**src/rtl/seg7_scan_decoder_if.sv**
```systemverilog
// Display-bus bundle for the 7-segment scan decoder: the multiplexed segment
// bus as seen on the board, plus the decoded frame read back from it.
interface seg7_scan_decoder_if #(
    parameter int NUM_DIGITS = 4
);
    logic                      sample_en;
    logic [6:0]                seg_in;
    logic [NUM_DIGITS-1:0]     dig_sel;
    logic [4*NUM_DIGITS-1:0]   bcd_out;
    logic [NUM_DIGITS-1:0]     blank_mask;
    logic                      frame_valid;
    logic                      err_pattern;

    // Display-driver side: drives the scan bus, observes the decoded frame.
    modport master (
        output sample_en, seg_in, dig_sel,
        input  bcd_out, blank_mask, frame_valid, err_pattern
    );

    // Decoder side: samples the scan bus, publishes the decoded frame.
    modport slave (
        input  sample_en, seg_in, dig_sel,
        output bcd_out, blank_mask, frame_valid, err_pattern
    );
endinterface

```
**src/rtl/seg7_scan_decoder.sv**
```systemverilog
// Samples a time-multiplexed 7-segment bus, deglitches each {digit, pattern}
// pair over STABLE_CNT identical samples, decodes it back to BCD and publishes
// a full multi-digit frame with a one-cycle frame_valid pulse.
module seg7_scan_decoder #(
    parameter int NUM_DIGITS = 4,
    parameter int STABLE_CNT = 3
) (
    input  logic                clk,
    input  logic                rst_n,
    seg7_scan_decoder_if.slave  disp
);

    localparam int         KEY_W      = NUM_DIGITS + 7;
    localparam logic [3:0] STABLE_LIM = 4'(STABLE_CNT);

    typedef enum logic [1:0] {S_WAIT, S_COUNT, S_HELD} state_t;

    state_t                  state_q;
    logic [3:0]              cnt_q;
    logic [KEY_W-1:0]        key_q;

    logic [4*NUM_DIGITS-1:0] shadow_q, shadow_d;
    logic [NUM_DIGITS-1:0]   shadow_blank_q, shadow_blank_d;
    logic [NUM_DIGITS-1:0]   seen_q, seen_d;
    logic [4*NUM_DIGITS-1:0] bcd_q;
    logic [NUM_DIGITS-1:0]   blank_q;
    logic                    frame_valid_q;
    logic                    err_q;

    logic [KEY_W-1:0]        key_in;
    logic                    qual;
    logic                    same;
    logic [3:0]              cnt_inc;
    logic                    commit;
    logic [5:0]              dec;
    logic                    err_d;
    logic                    frame_done;

    // Pattern decode: result is {legal, blank, bcd}; blank digits read as 4'hF.
    function automatic logic [5:0] decode_seg(input logic [6:0] seg);
        logic [5:0] r;
        case (seg)
            7'b1111110: r = {2'b10, 4'd0};
            7'b0110000: r = {2'b10, 4'd1};
            7'b1101101: r = {2'b10, 4'd2};
            7'b1111001: r = {2'b10, 4'd3};
            7'b0110011: r = {2'b10, 4'd4};
            7'b1011011: r = {2'b10, 4'd5};
            7'b1011111: r = {2'b10, 4'd6};
            7'b1110000: r = {2'b10, 4'd7};
            7'b1111111: r = {2'b10, 4'd8};
            7'b1111011: r = {2'b10, 4'd9};
            7'b0000000: r = {2'b11, 4'hF};
            default:    r = {2'b00, 4'h0};
        endcase
        return r;
    endfunction

    // Commit decision and next shadow/seen contents for the current sample.
    always_comb begin
        key_in         = {disp.dig_sel, disp.seg_in};
        qual           = disp.sample_en && ($countones(disp.dig_sel) == 1);
        same           = (key_in == key_q);
        cnt_inc        = cnt_q + 4'd1;
        commit         = 1'b0;
        if (qual) begin
            if (state_q == S_WAIT || !same)
                commit = (STABLE_LIM == 4'd1);
            else if (state_q == S_COUNT)
                commit = (cnt_inc == STABLE_LIM);
        end
        dec            = decode_seg(disp.seg_in);
        err_d          = commit && !dec[5];
        shadow_d       = shadow_q;
        shadow_blank_d = shadow_blank_q;
        seen_d         = seen_q;
        if (commit && dec[5]) begin
            for (int i = 0; i < NUM_DIGITS; i++) begin
                if (disp.dig_sel[i]) begin
                    shadow_d[4*i +: 4] = dec[3:0];
                    shadow_blank_d[i]  = dec[4];
                    seen_d[i]          = 1'b1;
                end
            end
        end
        frame_done = commit && dec[5] && (seen_d == '1);
    end

    // Stability filter: tracks the current key and how many times it repeated.
    always_ff @(posedge clk or negedge rst_n) begin
        if (!rst_n) begin
            state_q <= S_WAIT;
            cnt_q   <= 4'd0;
            key_q   <= '0;
        end else if (disp.sample_en) begin
            if (!qual) begin
                state_q <= S_WAIT;
                cnt_q   <= 4'd0;
            end else if (state_q == S_WAIT || !same) begin
                key_q   <= key_in;
                cnt_q   <= 4'd1;
                state_q <= (STABLE_LIM == 4'd1) ? S_HELD : S_COUNT;
            end else if (state_q == S_COUNT) begin
                cnt_q <= cnt_inc;
                if (cnt_inc == STABLE_LIM)
                    state_q <= S_HELD;
            end
        end
    end

    // Frame assembly: shadow accumulates commits, published once every digit is seen.
    always_ff @(posedge clk or negedge rst_n) begin
        if (!rst_n) begin
            shadow_q       <= '0;
            shadow_blank_q <= '0;
            seen_q         <= '0;
            bcd_q          <= '0;
            blank_q        <= '0;
            frame_valid_q  <= 1'b0;
            err_q          <= 1'b0;
        end else begin
            shadow_q       <= shadow_d;
            shadow_blank_q <= shadow_blank_d;
            seen_q         <= frame_done ? '0 : seen_d;
            frame_valid_q  <= frame_done;
            err_q          <= err_d;
            if (frame_done) begin
                bcd_q   <= shadow_d;
                blank_q <= shadow_blank_d;
            end
        end
    end

    assign disp.bcd_out     = bcd_q;
    assign disp.blank_mask  = blank_q;
    assign disp.frame_valid = frame_valid_q;
    assign disp.err_pattern = err_q;

endmodule

```
**src/flat_wrapper.sv**
```systemverilog
// flat-port wrapper written by rule: the top's interface ports become plain ports
module seg7_scan_decoder_flat 
#(
    parameter int NUM_DIGITS = 4,
    parameter int STABLE_CNT = 3
)
  (clk, rst_n, disp_sample_en, disp_seg_in, disp_dig_sel, disp_bcd_out, disp_blank_mask, disp_frame_valid, disp_err_pattern);
  seg7_scan_decoder_if #(.NUM_DIGITS(NUM_DIGITS)) disp_i ();
  input  logic clk;
  input  logic rst_n;
  input wire logic [$bits(disp_i.sample_en)-1:0] disp_sample_en;
  input wire logic [$bits(disp_i.seg_in)-1:0] disp_seg_in;
  input wire logic [$bits(disp_i.dig_sel)-1:0] disp_dig_sel;
  output wire logic [$bits(disp_i.bcd_out)-1:0] disp_bcd_out;
  output wire logic [$bits(disp_i.blank_mask)-1:0] disp_blank_mask;
  output wire logic [$bits(disp_i.frame_valid)-1:0] disp_frame_valid;
  output wire logic [$bits(disp_i.err_pattern)-1:0] disp_err_pattern;
  assign disp_i.sample_en = disp_sample_en;
  assign disp_i.seg_in = disp_seg_in;
  assign disp_i.dig_sel = disp_dig_sel;
  assign disp_bcd_out = disp_i.bcd_out;
  assign disp_blank_mask = disp_i.blank_mask;
  assign disp_frame_valid = disp_i.frame_valid;
  assign disp_err_pattern = disp_i.err_pattern;
  seg7_scan_decoder #(.NUM_DIGITS(NUM_DIGITS), .STABLE_CNT(STABLE_CNT)) u_core (.clk(clk), .rst_n(rst_n), .disp(disp_i));
endmodule
```
**config.mk**
```make
export PLATFORM = sky130hd
export DESIGN_NAME = seg7_scan_decoder_flat
export DESIGN_NICKNAME = d
export VERILOG_FILES = /design/src/rtl/seg7_scan_decoder_if.sv /design/src/rtl/seg7_scan_decoder.sv /design/src/flat_wrapper.sv
export SDC_FILE = /design/constraint.sdc
export NUM_CORES = 1
export LEC_CHECK = 0
export CORE_AREA = 2 2 83 85
export CTS_CLUSTER_SIZE = 28
export DETAILED_ROUTE_END_ITERATION = 8
export DIE_AREA = 0 0 85 87
export PLACE_DENSITY_LB_ADDON = 0.12
export RECOVER_POWER = 100
export REMOVE_ABC_BUFFERS = 1
export SYNTH_ARGS = -nofsm -noshare
export SYNTH_HDL_FRONTEND = slang
export SYNTH_SLANG_ARGS = --single-unit
```
**constraint.sdc**
```tcl
create_clock -name clk -period 2 [get_ports clk]
set_input_delay 0.5 -clock clk [delete_from_list [all_inputs] [get_ports clk]]
set_output_delay 0.5 -clock clk [all_outputs]
set_load 0.05 [all_outputs]
```
==> reports/metrics.yaml <==
grt_max_degree: 49
path_class: "input pin to flop"
combPwrFrac_pct: 19.7
holdBufCountCts: 0
p_seq_share_pct: 41.6
timing.fmax_ghz: 0.330
cts_tree: "done"
die-area_um2: 7400
p_switching_mw: 1.01
slew-limit-headroom_pct: 41.7
final_nets: 464
ys_seq_area_share_pct: 48.6
drive_gt1_share_pct: 41.2
crit_arrival_ps: 3260
status: "finished, violations left"
fin_ws_ps: -1030
io_pins: 36
ant_nets: 0
first_iter_violations: 165
period_share_pct: 151
grt.overflow.total: 0
power.share.clock_pct: 38.7
avgSynthCellArea_um2: 9.49
slew_violations: 0
first_global_vias: 2900
firstDrtPassIters: 4
ys_ff_latch: 63
core-area_um2: 6570
ys_warn_count: 0
drc_errors: 0
rsz0062_at_grt: "yes"
htree_num_levels: 3
p_int_mw: 2.59
clk_latency_ps: 350
power_leakage_nw: 2.29
wl_per_cell_um: 18.4
finalNonFillerCells: 529
fp.dieH_um: 87
clock-sinks: 63
hold_violations: 0
crit_top_cell: "ha_4"
max-vdd-ir-drop_v: 0.000577
final_util_pct: 75.0
grt_pass1_wl_um: 14400
crit_fanout: 4
netlist_instances: 342
drv_cap: 0
dp_slack_ps: -1920
synth_edf_count: 0
cts_root_buffer: "clkbuf_8"
numCtsBuffers: 9
worst_pin_slew_ps: 874
whs_ps: 242
fp-row-count: 30
async_reset_ff_share_pct: 100
cts_buffer_depth: 2
violations: "setup timing"
vias_per_cell: 5.62
area_delta_synth_final_pct: 51.8
initial_core_util_pct: 49.4
hold_class: "input pin to async pin"
synth_ff_type: "dfrtp_1"
skew_ps: 9.52
num_vias: 2971
post-route-min-period_ps: 3030
placed_cell_area_um2: 4000
crit_chain: "buf_8, ha_4, ha_4, fa_1, or4b_4, or4_4, or3_4, and3b_2, a21oi_2"
critPathMaxStageDelay_ps: 530
critical-path-slowest-cell: "or4b_4"
clkTransAtPathRegs_ps: 80
power_mw: 3.60
die_w_um: 85
finalSetupTns_ps: -45770
antenna_cells: 0
routed_wl_um: 9750
portBuffers: 35
critPathLaunchType: "input pin"
critPathRequiredTime_ps: 2230
swShare_pct: 28.0
dp_hpwl_um: 5350
postLayoutCellArea_um2: 4930
gp_congestion: 0.870
synthesis.area_um2: 3250
p_per_area_nw_per_um2: 730
antenna_found_initial: 0
setup_viol: 63
cp-end-kind: "flop"
grtUsageTotal_pct: 25.3
place_inst: 486
synth_cell_types: 53
worst-r2r-setup-slack_ps: -300
## power by group through the flow
stage                     logic (mW)  clock network (mW)  registers, mW
after detailed placement       0.542                   0           1.48
after floorplan                0.301                   0           1.47
after global placement         0.532                   0           1.48
after CTS                      0.603                1.39           1.46
after global routing           0.766                1.46           1.51
final                          0.708                1.39           1.50
## critical path: cells and delay by family
| kind | cells | cell delay, ps |
|---|---|---|
| AO/OA/AOI/OAI | 1 | 100 |
| AND/OR/NAND/NOR | 4 | 1680 |
| adder cells (fa/ha/maj) | 3 | 870 |
| buffers and inverters | 1 | 110 |
## placed cells by master, fill, tap and decap left out, drive strengths merged, types with 2 or more instances in the layout
cell type	instances
o2111ai	4
nand2	69
a31oi	9
and3	2
nor2	15
dlymetal6s2s	6
or3	3
clkdlybuf4s50	2
nand2b	2
a21o	4
a21oi	22
nand3	4
bufinv	3
nand4	15
buf	83
clkinv	2
clkbuf	32
mux2i	4
or4b	2
dfrtp	63
ha	5
o21ai	28
or4	2
inv	8
and3b	2
mux2	9
o21a	4
a41oi	4
nor2b	5
xnor2	12
dlygate4sd2	3
nor4	4
## state kept, by name, summed over array words and instances, names as in the netlist
signal and cells:
u_core.cnt_q 4, u_core.disp.bcd_out 16, u_core.disp.blank_mask 4, u_core.disp.err_pattern 1
u_core.disp.frame_valid 1, u_core.key_q 11, u_core.seen_q 4, u_core.shadow_blank_q 4
u_core.shadow_q 16, u_core.state_q 2
## metal layers
| metal | track usage (%) | wire [um] |
|---|---|---|
| met3 | 5.88 | 440 |
| met1 | 33.4 | 4030 |
| met4 | 9.52 | 239 |
| met2 | 40.7 | 5040 |
| met5 | 0 | 0 |
## logic make-up (layout without fill, tap and decap cells)
| logic type | Yosys count | in the layout | synth area share (%) |
|---|---|---|---|
| buf+inv | 33 | 140 | 4.24 |
| xor+xnor | 12 | 12 | 3.24 |
| fa+ha+maj | 6 | 6 | 2.54 |
| mux | 13 | 13 | 4.35 |
| flops | 63 | 63 | 48.6 |
| simple gates | 132 | 132 | 20.5 |
| compound gates | 83 | 83 | 16.6 |
## final timing paths
path,start,end,cells past startpoint
max in group asynchronous,rst_n,u_core.shadow_q[14],2
min,rst_n,u_core.disp.bcd_out[8],1
min reg2reg,u_core.disp.bcd_out[12],u_core.disp.bcd_out[12],2
min in group clk,u_core.disp.bcd_out[12],u_core.disp.bcd_out[12],2
max reg2reg,u_core.key_q[6],u_core.shadow_q[11],6
max,disp_dig_sel[3],u_core.shadow_q[11],9
## cell type report
type	count	area (um^2)
fillers	458	1640
well taps	80	100
repair buffers	116	1030
clock buffers	10	138
clock inverters	6	108
inverters	8	30.0
flip-flops and latches	63	1580
multi-input cells	246	1950
## synthesized netlist by cell type, types with 3 or more instances
cell	number	area share, %
a41oi_1	4	1.1
o21a_1	4	0.92
dfrtp_1	63	49
a21oi_1	21	3.2
nand4_1	15	2.9
a21o_1	4	0.92
mux2i_1	4	1.2
nand2_1	69	8.0
o21ai_0	23	3.5
mux2_2	9	3.1
xnor2_1	12	3.2
ha_1	5	1.9
nor2_1	15	1.7
buf_2	5	0.77
nor2b_1	4	0.77
o21ai_1	4	0.62
nand3_1	4	0.62
a31oi_1	9	1.7
or3_1	3	0.58
inv_1	7	0.81
o2111ai_1	3	0.81
clkbuf_1	19	2.2
## repair_timing
action                                  in CTS  in global routing
endpoints found under the setup margin      66                 65
pin swaps                                   37                 18
gates resized for setup                    110                 56
endpoints found under the hold margin        0                  0
setup buffers                               13                 16
gates cloned                                 4                  2
(Power assumes the default switching activity.)
